$ cat src/rtl/reg_pkg.sv
// Shared constants and types for the register-file read path.
// Holds the occupancy encoding and the write-snoop bypass helper.
package reg_pkg;

  localparam int N      = 16;
  localparam int NREG   = 16;
  localparam int REG_AW = 4;

  localparam logic [1:0] OCC_EMPTY = 2'd0;
  localparam logic [1:0] OCC_ONE   = 2'd1;
  localparam logic [1:0] OCC_FULL  = 2'd2;

  typedef enum logic [1:0] {
    ST_EMPTY = OCC_EMPTY,
    ST_ONE   = OCC_ONE,
    ST_FULL  = OCC_FULL
  } occ_t;

  // A register-file write landing on this edge overrides the older value.
  function automatic logic [N-1:0] bypass(
    input logic              w,
    input logic [REG_AW-1:0] select_register,
    input logic [N-1:0]      s,
    input logic [REG_AW-1:0] code,
    input logic [N-1:0]      cur
  );
    return (w && (select_register == code)) ? s : cur;
  endfunction

endpackage

$ cat src/rtl/operand_slot.sv
// One operand buffer entry: register codes, operand values and a valid flag.
// Loads apply the write snoop to the incoming data; held entries keep snooping.
module operand_slot
  import reg_pkg::*;
(
  input  logic              clk,
  input  logic              rst,
  input  logic              load,
  input  logic              drop,
  input  logic [REG_AW-1:0] load_ra,
  input  logic [REG_AW-1:0] load_rb,
  input  logic [N-1:0]      load_a,
  input  logic [N-1:0]      load_b,
  input  logic              w,
  input  logic [REG_AW-1:0] select_register,
  input  logic [N-1:0]      s,
  output logic              valid,
  output logic [REG_AW-1:0] ra,
  output logic [REG_AW-1:0] rb,
  output logic [N-1:0]      a,
  output logic [N-1:0]      b
);

  always_ff @(posedge clk) begin
    if (!rst) begin
      valid <= 1'b0;
      ra    <= '0;
      rb    <= '0;
      a     <= '0;
      b     <= '0;
    end else if (load) begin
      valid <= 1'b1;
      ra    <= load_ra;
      rb    <= load_rb;
      a     <= bypass(w, select_register, s, load_ra, load_a);
      b     <= bypass(w, select_register, s, load_rb, load_b);
    end else if (drop) begin
      valid <= 1'b0;
    end else if (valid) begin
      a <= bypass(w, select_register, s, ra, a);
      b <= bypass(w, select_register, s, rb, b);
    end
  end

endmodule

$ cat src/rtl/operand_fetch.sv
// Register-file read front end: two-entry FIFO of operand pairs with
// write snooping so every delivered operand reflects the latest write.
module operand_fetch
  import reg_pkg::*;
(
  input  logic              clk,
  input  logic              rst,
  input  logic [NREG*N-1:0] regs_flat,
  input  logic              w,
  input  logic [REG_AW-1:0] select_register,
  input  logic [N-1:0]      s,
  input  logic              req_valid,
  output logic              req_ready,
  input  logic [REG_AW-1:0] ra,
  input  logic [REG_AW-1:0] rb,
  output logic              op_valid,
  input  logic              op_ready,
  output logic [N-1:0]      op_a,
  output logic [N-1:0]      op_b,
  output logic [REG_AW-1:0] op_ra,
  output logic [REG_AW-1:0] op_rb
);

  occ_t state_reg;

  logic [N-1:0] regs [NREG];

  generate
    for (genvar gi = 0; gi < NREG; gi++) begin : g_unpack
      assign regs[gi] = regs_flat[gi*N +: N];
    end
  endgenerate

  logic accept, deliver;
  logic head_load, head_drop, head_from_tail;
  logic tail_load, tail_drop;

  logic              head_valid, tail_valid;
  logic [REG_AW-1:0] tail_ra, tail_rb;
  logic [N-1:0]      tail_a, tail_b;

  logic [REG_AW-1:0] head_in_ra, head_in_rb;
  logic [N-1:0]      head_in_a, head_in_b;
  logic              unused_valid;

  assign req_ready = rst & (state_reg != ST_FULL);
  assign op_valid  = (state_reg != ST_EMPTY);
  assign accept    = req_valid & req_ready;
  assign deliver   = op_valid & op_ready;

  // Slot valid flags mirror the occupancy state; kept for slot self-containment.
  assign unused_valid = head_valid ^ tail_valid;

  always_comb begin
    head_load      = 1'b0;
    head_drop      = 1'b0;
    head_from_tail = 1'b0;
    tail_load      = 1'b0;
    tail_drop      = 1'b0;
    case (state_reg)
      ST_EMPTY: head_load = accept;
      ST_ONE: begin
        if (accept) begin
          if (deliver) head_load = 1'b1;
          else         tail_load = 1'b1;
        end else if (deliver) begin
          head_drop = 1'b1;
        end
      end
      ST_FULL: begin
        if (deliver) begin
          head_load      = 1'b1;
          head_from_tail = 1'b1;
          tail_drop      = 1'b1;
        end
      end
      default: ;
    endcase
  end

  assign head_in_ra = head_from_tail ? tail_ra : ra;
  assign head_in_rb = head_from_tail ? tail_rb : rb;
  assign head_in_a  = head_from_tail ? tail_a  : regs[ra];
  assign head_in_b  = head_from_tail ? tail_b  : regs[rb];

  always_ff @(posedge clk) begin
    if (!rst) begin
      state_reg <= ST_EMPTY;
    end else begin
      case (state_reg)
        ST_EMPTY: if (accept) state_reg <= ST_ONE;
        ST_ONE: begin
          if (accept && !deliver)      state_reg <= ST_FULL;
          else if (deliver && !accept) state_reg <= ST_EMPTY;
        end
        ST_FULL:  if (deliver) state_reg <= ST_ONE;
        default:  state_reg <= ST_EMPTY;
      endcase
    end
  end

  operand_slot u_head (
    .clk             (clk),
    .rst             (rst),
    .load            (head_load),
    .drop            (head_drop),
    .load_ra         (head_in_ra),
    .load_rb         (head_in_rb),
    .load_a          (head_in_a),
    .load_b          (head_in_b),
    .w               (w),
    .select_register (select_register),
    .s               (s),
    .valid           (head_valid),
    .ra              (op_ra),
    .rb              (op_rb),
    .a               (op_a),
    .b               (op_b)
  );

  operand_slot u_tail (
    .clk             (clk),
    .rst             (rst),
    .load            (tail_load),
    .drop            (tail_drop),
    .load_ra         (ra),
    .load_rb         (rb),
    .load_a          (regs[ra]),
    .load_b          (regs[rb]),
    .w               (w),
    .select_register (select_register),
    .s               (s),
    .valid           (tail_valid),
    .ra              (tail_ra),
    .rb              (tail_rb),
    .a               (tail_a),
    .b               (tail_b)
  );

endmodule

$ cat config.mk
export PLATFORM = sky130hd
export DESIGN_NAME = operand_fetch
export DESIGN_NICKNAME = d
export VERILOG_FILES = /design/src/rtl/reg_pkg.sv /design/src/rtl/operand_slot.sv /design/src/rtl/operand_fetch.sv
export SDC_FILE = /design/constraint.sdc
export NUM_CORES = 1
export LEC_CHECK = 0
export ABC_AREA = 1
export CAP_MARGIN = 20
export CORE_MARGIN = 8
export CORE_UTILIZATION = 30
export DETAILED_ROUTE_END_ITERATION = 10
export DONT_BUFFER_PORTS = 1
export GPL_ROUTABILITY_DRIVEN = 0
export GPL_TIMING_DRIVEN = 0
export PLACE_DENSITY = 0.52
export SYNTH_ARGS = -nofsm -noshare
export SYNTH_HDL_FRONTEND = slang
export SYNTH_HIERARCHICAL = 1
export SYNTH_SLANG_ARGS = --single-unit
$ cat constraint.sdc
create_clock -name clk -period 5.1 [get_ports clk]
set_clock_uncertainty 0.1 [all_clocks]
set_input_delay 0.765 -clock clk [delete_from_list [all_inputs] [get_ports clk]]
set_output_delay 0.765 -clock clk [all_outputs]
set_load 0.05 [all_outputs]
After elaboration in Yosys (flattened, before gate mapping) --
Index checks and enable logic that the tools add are counted.
Storage, ports and cells: register bits 84, input port bits 289, output and inout port bits 42
Cells by class: order comparisons 2, equal/unequal tests 16, mux-type cells 48, bitwise gates (word level) 5, reductions and logical operators 27
Operators with widths (number):
- $mux 16 | 26
- $bmux 16 s4 | 2
- $eq 4x4->1 | 8
- $reduce_bool 2->1 | 9
- $reduce_and 3->1 | 5
- $mux 1 | 12
- $ge 5x5->1 const B | 2
- $logic_and 1x1->1 | 10
- $not 4->5 | 2
- $mux 2 | 4
- $mux 4 | 2
- $ne 2x2->1 const B | 4
- $pmux 2 s3 | 1
- $and 1x1->1 | 3
- $ne 3x3->1 const B | 1
- $pmux 1 s3 | 1
- $eq 2x1->1 const B | 1
- $eq 2x2->1 const B | 1
- $logic_not 1->1 | 2
- $logic_not 2->1 | 1
- $ne 2x1->1 const B | 1

Longest topological paths before layout --
Gate-level depths: netlist of run 1.
depth after elaboration 9, mapped depth 17

By module --
Netlist of run 1, hierarchy kept.
Modules (own cells, without submodules):
- operand_fetch | instances 1, cells an instance 1508, area an instance 6436.2 um^2, sequential area each 40.0 um^2
- operand_slot | instances 2, cells an instance 379, area an instance 2422.3 um^2, sequential area each 820.8 um^2

Worst setup path after synthesis of run 1 --
Ideal clock, no wire load.
path type input to register, start in rst, end reg u_head.b[11], setup time 0.116 ns, arrival time 2.668 ns, data required time 4.884 ns, slack 2.217 ns, cell stages on the path 14, buffers on the path 1, path through inv_1 > nor2_1 > nand2_1 > nand3_1 > nor2_1 > inv_1 > nand2_1 > nor2_1 > nand3_1 > nand2_2 > buf_6 > nand2_1 > nor2_1 > nor2_1
On the way: longest elaborated chain between the ends 6
Ends and longest elaborated chain:
- start, declared | line operand_fetch.sv:7 | input logic rst,
- $and 1x1->1 | line operand_fetch.sv:46 | assign req_ready = rst & (state_reg != ST_FULL);
- net req_ready | line operand_fetch.sv:13 | output logic req_ready,
- $and 1x1->1 | line operand_fetch.sv:48 | assign accept = req_valid & req_ready;
- $mux 1 | line operand_fetch.sv:63 | if (accept) begin
- $mux 1 | line operand_fetch.sv:60 | case (state_reg)
- net head_drop | line operand_fetch.sv:35 | logic head_load, head_drop, head_from_tail;
- $ne 2x2->1 (no source line)
- $reduce_and 3->1 (no source line)
- end signal, assigned | line operand_slot.sv:36 | b <= bypass(w, select_register, s, load_rb, load_b);
- end signal, assigned | line operand_slot.sv:41 | b <= bypass(w, select_register, s, rb, b);
- end, declared | line operand_slot.sv:21 | output logic [N-1:0] b
The timed path passes the listed nets, and every way through them passes these cells. A chain may end at the register's enable or synchronous reset.

Worst setup path after layout of run 1 --
start in rb[3], end reg u_head.b[13]
RTL lines:
- start, declared | line operand_fetch.sv:15 | input logic [REG_AW-1:0] rb,
- $mux 4 | line operand_fetch.sv:82 | assign head_in_rb = head_from_tail ? tail_rb : rb;
- net head_in_rb[3] | line operand_fetch.sv:42 | logic [REG_AW-1:0] head_in_ra, head_in_rb;
- $eq 4x4->1 | line reg_pkg.sv:27 | return (w && (select_register == code)) ? s : cur;
- $logic_and 1x1->1 | line reg_pkg.sv:27
- $mux 16 | line reg_pkg.sv:27
- $mux 16 | line operand_slot.sv:31 | end else if (load) begin
The timed path passes the listed nets, and every way through them passes these cells. The select of a mux whose other input is x is not followed.

==> results.py, run 1 <==
metrics = {
    "global_routing": {
        "gr-usage-met3_pct": 8.83,
        "gr-total-overflow": 0,
        "met1_usage_pct": 34.5,
        "track_usage_pct": 27.5,
        "top_usage_layer": "met2",
        "grt_max_degree": 16,
        "grtUsageMet2_pct": 42.5,
        "grt_pass1_wl_mm": 91.9,
        "grt_pass1_vias": 14600,
        "antenna_found_initial": 6,
    },
    "clocking": {
        "post_cts_resized": 0,
        "cts_setup_buffers": 0,
        "cts_hold_buf": 0,
        "h-tree-depth": 3,
        "cts_root_buf": "clkbuf_16",
        "cts_inserted_buffers": 9,
        "cts.clk_slew.worst_paths_ns": 0.06,
        "cts_num_sinks": 84,
        "clock_path_buffers": 2,
        "cts_tree": "done",
        "clock_latency_ns": 0.36,
    },
    "detailed_routing": {
        "drtAntennaViolNets": 0,
        "post_drt_wl_per_cell_um": 23.1,
        "wirelength_mm": 63.8,
        "dr.pass1.iters": 7,
        "viasPerCell": 5.61,
        "drt_iter0_drc": 2321,
        "via_count": 15500,
        "drc_errors": 0,
    },
    "power_and_ir_drop": {
        "power.switching_uw": 1090,
        "pwr-share-seq_pct": 31.9,
        "intPower_uw": 1440,
        "power_frac_comb_pct": 37.1,
        "p_sw_share_pct": 43.0,
        "p_per_area_nw_per_um2": 207,
        "leakage_uw": 0.00664,
        "vdd_drop_max_uv": 196,
        "clkPwrFrac_pct": 31.0,
    },
    "synthesis": {
        "yosys_warnings": 6,
        "synth_edf_count": 0,
        "synth_cells": 2266,
        "syn_nets": 2555,
        "syn_avg_cell_area_um2": 4.98,
        "ys_types": 24,
        "syn_area_um2": 11300,
        "async_flop_share_pct": 0,
        "synth_seq_cells": 84,
        "synthFlopType": "dfxtp_1",
        "ys_seq_area_share_pct": 14.9,
    },
    "worst_setup_path": {
        "critical_path.slowest_cell": "o21ai_0",
        "end_kind": "flip-flop",
        "setup.worst_path.class": "in -> reg",
        "start_kind": "primary input",
        "cpMostUsedCell": "nor2_1",
        "cp.required_ns": 5.25,
        "cp_top_family": "buffers and inverters",
        "path_max_fanout": 10,
        "crit_buf_inv": 4,
        "critical_path.max_stage_delay_ns": 0.55,
        "cp.arrival_ns": 3.27,
        "path_cells": "buf_2, clkinv_1, clkbuf_1, o21ai_0, o21ai_1, nor2_1, nand2_2, buf_6, nand3_1, nand2_1, nor2_1, nor2_1",
    },
    "finish": {
        "drive_gt1_share_pct": 7.41,
        "final_area_um2": 12200,
        "fin_util_pct": 32.8,
        "synthToLayoutAreaGrowth_pct": 8.41,
        "final_nets": 2566,
    },
    "place": {
        "port-buffer-count": 0,
        "placed_area_um2": 11900,
        "dp_hpwl_mm": 51.0,
    },
    "sta": {
        "rsz0062_at_grt": "no",
        "timing.fmax_mhz": 320,
        "fin_crit_sh_pct": 61.2,
        "layout_min_cycle_time_ns": 3.12,
        "drv_slew": 0,
        "setup_viol": 0,
        "worst_slew_pin_slew_ns": 1.13,
        "setup_tns_ns": 0,
        "relSlewSlack_pct": 24.1,
        "hold_violations": 0,
    },
    "die": {
        "core_um2": 37300,
        "die_y_um": 210,
        "pin_count": 331,
        "die_area_um2": 44100,
        "rows": 71,
        "start_util_pct": 30.2,
        "fp.dieW_um": 210,
    },
    "min_path": {
        "hold_path.class": "reg -> reg",
    },
    "run": {
        "max-cap-violations": 0,
    },
    "status": {
        "status": "complete, no violations",
    },
}
-- cell families after synthesis --
logic type	after synthesis	share of synthesized area (%)
buf+inv	501	19.4
compound gates	149	6.72
flops	84	14.9
xor+xnor	6	0.466
simple gates	1526	58.5
-- tightest hold or removal path: stages, from the launching register on --
cell and delay (ns):
dfxtp_1 0.30, nand2_1 0.07, a21boi_0 0.07
-- area by class of cell --
| cell class | instances | area [um^2] |
|---|---|---|
| Antenna cell | 3 | 7.51 |
| Buffer | 162 | 913 |
| Clock buffer | 9 | 225 |
| Clock inverter | 7 | 123 |
| Fill cell | 4272 | 25100 |
| Inverter | 339 | 1270 |
| Multi-Input combinational cell | 1681 | 7410 |
| Sequential cell | 84 | 1680 |
| Tap cell | 474 | 593 |
-- final timing paths --
| check | start | endpoint | slack, ns | depth (start not counted) |
|---|---|---|---|---|
| hold / removal | u_head/valid | u_head/valid | 0.39 | 2 |
| setup / recovery | rb[3] | u_head/b[13] | 1.98 | 12 |
| hold reg to reg | u_head/valid | u_head/valid | 0.39 | 2 |
| setup reg to reg | state_reg[1] | u_head/b[13] | 2.04 | 15 |
-- layout by cell type (no fill, tap or decap), drive strengths merged --
cell,instances
nor2,154
clkinv,2
nand3,523
inv,339
diode,3
nand2,817
dfxtp,84
a21oi,82
clkinvlp,2
xor2,6
o21ai,65
a21boi,2
buf,126
clkbuf,45
bufinv,3
nand3b,32
-- stage by stage --
stage | hold WS, ns | cells | total power (uW) | setup slack [ns]
final | 0.386 | 2759 | 2530 | 1.98
after detailed placement | 0.378 | 2740 | 1720 | 1.63
after global routing | 0.427 | 2756 | 2650 | 1.74
after global placement | 0.374 | 2740 | 1710 | 1.63
after CTS | 0.388 | 2756 | 2510 | 1.99
after floorplan | 0.356 | 2266 | 1420 | 2.22
-- synthesized netlist by cell type (6+ instances only) --
| cell type | instances | area share [%] |
|---|---|---|
| buf_4 | 14 | 0.93 |
| buf_6 | 20 | 2.0 |
| dfxtp_1 | 84 | 15 |
| inv_2 | 13 | 0.43 |
| buf_1 | 10 | 0.33 |
| nand3b_1 | 32 | 2.1 |
| a21oi_1 | 80 | 3.5 |
| nand2_1 | 805 | 27 |
| nand3_1 | 521 | 23 |
| buf_2 | 82 | 3.6 |
| nand2_2 | 10 | 0.55 |
| o21ai_1 | 38 | 1.7 |
| inv_1 | 324 | 11 |
| o21ai_0 | 27 | 1.2 |
| xor2_1 | 6 | 0.47 |
| nor2_1 | 146 | 4.9 |
| clkbuf_1 | 36 | 1.2 |
-- metal layers --
| layer | share of wire, % | vias up |
|---|---|---|
| met3 | 13 | 232 |
| met4 | 5.5 | 8 |
| li1 | - | 7067 |
| met1 | 39 | 7066 |
| met2 | 42 | 1107 |
| met5 | 0.074 | - |
-- power groups by stage --
| stage | Clock (uW) | Sequential (uW) | Combinational [uW] |
|---|---|---|---|
| after floorplan | 0 | 815 | 605 |
| after global placement | 0 | 826 | 886 |
| after detailed placement | 0 | 827 | 894 |
| after CTS | 796 | 811 | 898 |
| after global routing | 825 | 814 | 1010 |
| final | 785 | 809 | 940 |
No activity file was read; power rests on OpenSTA's default activity.
==> inputs of run 2 (changes only) <==
--- a/config.mk
+++ b/config.mk
@@ -13,7 +13,7 @@
 export DONT_BUFFER_PORTS = 1
 export GPL_ROUTABILITY_DRIVEN = 0
 export GPL_TIMING_DRIVEN = 0
-export PLACE_DENSITY = 0.52
+export PLACE_DENSITY = 0.53
 export SYNTH_ARGS = -nofsm -noshare
 export SYNTH_HDL_FRONTEND = slang
 export SYNTH_HIERARCHICAL = 1
==> constraint.sdc (replaced) <==
create_clock -name clk -period 2.52 [get_ports clk]
set_clock_uncertainty 0.1 [all_clocks]
set_input_delay 0.378 -clock clk [delete_from_list [all_inputs] [get_ports clk]]
set_output_delay 0.378 -clock clk [all_outputs]
set_load 0.05 [all_outputs]
==> results.py, run 2 (synthesis results as in run 1) <==
metrics = {
    "sta": {
        "setup_viol": 0,
        "relSlewSlack_pct": 43.9,
        "layout_min_cycle_time_ns": 2.40,
        "timing.fmax_mhz": 417,
        "drv_slew": 0,
        "finalWorstSetupSlack_ns": 0.121,
        "hold_violations": 0,
        "fin_crit_sh_pct": 95.2,
        "setup_tns_ns": 0,
        "worst_slew_pin_slew_ns": 0.841,
    },
    "min_path": {
        "min_from": "rst",
        "whs_path_depth": 1,
        "worstHoldEndpoint": "u_tail/valid",
        "hold_path.class": "in -> reg",
    },
    "worst_setup_path": {
        "path_max_fanout": 10,
        "critical_path.slowest_cell": "o21ai_1",
        "cp.arrival_ns": 2.54,
        "end_kind": "flip-flop",
        "ff2ff_path_depth": 17,
        "critical_path.max_stage_delay_ns": 0.37,
        "start_kind": "primary input",
        "path_cells": "buf_2, clkinvlp_4, clkbuf_2, o21ai_1, o21ai_1, nor2_1, nand2_2, buf_6, nand3_1, nand2_1, nor2_1, nor2_1",
        "setup.worst_path.class": "in -> reg",
        "r2r_end": "u_head/b[14]",
        "crit_buf_inv": 4,
        "cp.required_ns": 2.66,
        "cp_top_family": "buffers and inverters",
        "reg2reg_slack_ns": 0.13,
        "r2r_start": "state_reg[1]",
        "cpMostUsedCell": "nor2_1",
    },
    "clocking": {
        "cts_inserted_buffers": 9,
        "h-tree-depth": 3,
        "cts_tree": "done",
        "clock_latency_ns": 0.36,
        "cts.clk_slew.worst_paths_ns": 0.07,
        "cts_num_sinks": 84,
        "clock_path_buffers": 2,
        "cts_root_buf": "clkbuf_16",
    },
    "detailed_routing": {
        "via_count": 15400,
        "drt_iter0_drc": 2176,
        "post_drt_wl_per_cell_um": 23.2,
        "drc_errors": 0,
        "dr.pass1.iters": 9,
        "drtAntennaViolNets": 0,
        "wirelength_mm": 64.2,
        "viasPerCell": 5.56,
    },
    "global_routing": {
        "track_usage_pct": 27.9,
        "antenna_found_initial": 6,
        "grt_max_degree": 17,
        "gr-total-overflow": 0,
        "grt_pass1_vias": 14600,
        "grt_pass1_wl_mm": 92.8,
    },
    "place": {
        "dp_hpwl_mm": 51.2,
        "port-buffer-count": 0,
        "dpl_worst_slack_ns": -0.507,
        "place_inst": 2742,
    },
    "finish": {
        "drive_gt1_share_pct": 9.49,
        "final_cells": 2771,
        "final_nets": 2580,
        "synthToLayoutAreaGrowth_pct": 9.85,
        "final_common_cell": "nand2_1",
        "layout_common_cells": "805 x nand2_1, 520 x nand3_1, 324 x inv_1",
        "fin_util_pct": 33.2,
    },
    "power_and_ir_drop": {
        "p_per_area_nw_per_um2": 394,
        "leakage_uw": 0.00675,
        "vdd_drop_max_uv": 302,
        "p_total_uw": 4880,
    },
    "die": {
        "die_area_um2": 44100,
        "die_y_um": 210,
        "start_util_pct": 30.2,
        "fp.dieW_um": 210,
        "pin_count": 331,
        "core_um2": 37300,
        "rows": 71,
    },
    "status": {
        "status": "complete, no violations",
    },
    "run": {
        "max-cap-violations": 0,
    },
}
## run 2: what timing repair did
action                     4_1_cts  5_1_grt
hold buffers                     0        0
setup buffers                    0       10
setup endpoints to repair       34       78
pin swaps                        1        6
cloned                           0        2
resized for setup               13       51
## run 2: power breakdown
group	total [uW]	leakage (uW)	internal (uW)	switching (uW)
Clock	1310	0.000133	683	626
Combinational	1940	0.00593	566	1370
Sequential	1640	0.000686	1400	241
## run 2: final cells by class
cell class,instances,area [um^2]
Clock buffer,9,225
Antenna cell,1,2.50
Buffer,162,956
Inverter,339,1280
Sequential cell,84,1680
Fill cell,4330,24900
Multi-Input combinational cell,1681,7480
Clock inverter,7,58.8
Timing Repair Buffer,14,121
Tap cell,474,593
## run 2: routing by layer
metal  vias up  track usage, %  part of all wire (%)
met4        10            13.0                   5.5
met2      1112            42.4                    42
met3       239            10.2                    13
li1       7093               -                     -
met5         -               0                  0.11
met1      6950            34.7                    39
## run 2: worst max path at each step
stage / from / endpoint / slack [ns] / cells past startpoint
floorplan: rst / u_head/b[11] / 0.02 / 14
global placement: rst / u_head/b[13] / -0.59 / 14
detailed placement: rb[3] / u_head/b[6] / -0.51 / 12
CTS: state_reg[1] / u_head/b[13] / 0.001 / 14
global route: state_reg[1] / u_head/a[4] / -0.05 / 18
finish: rb[3] / u_head/b[14] / 0.12 / 12
## run 2: through the flow
stage / hold WS, ns / cell area [um^2]
after floorplan: 0.356 / 11300
final: 0.0740 / 12400
after global routing: 0.0641 / 12400
after detailed placement: 0.374 / 11900
after global placement: 0.372 / 11900
after CTS: 0.0655 / 12200
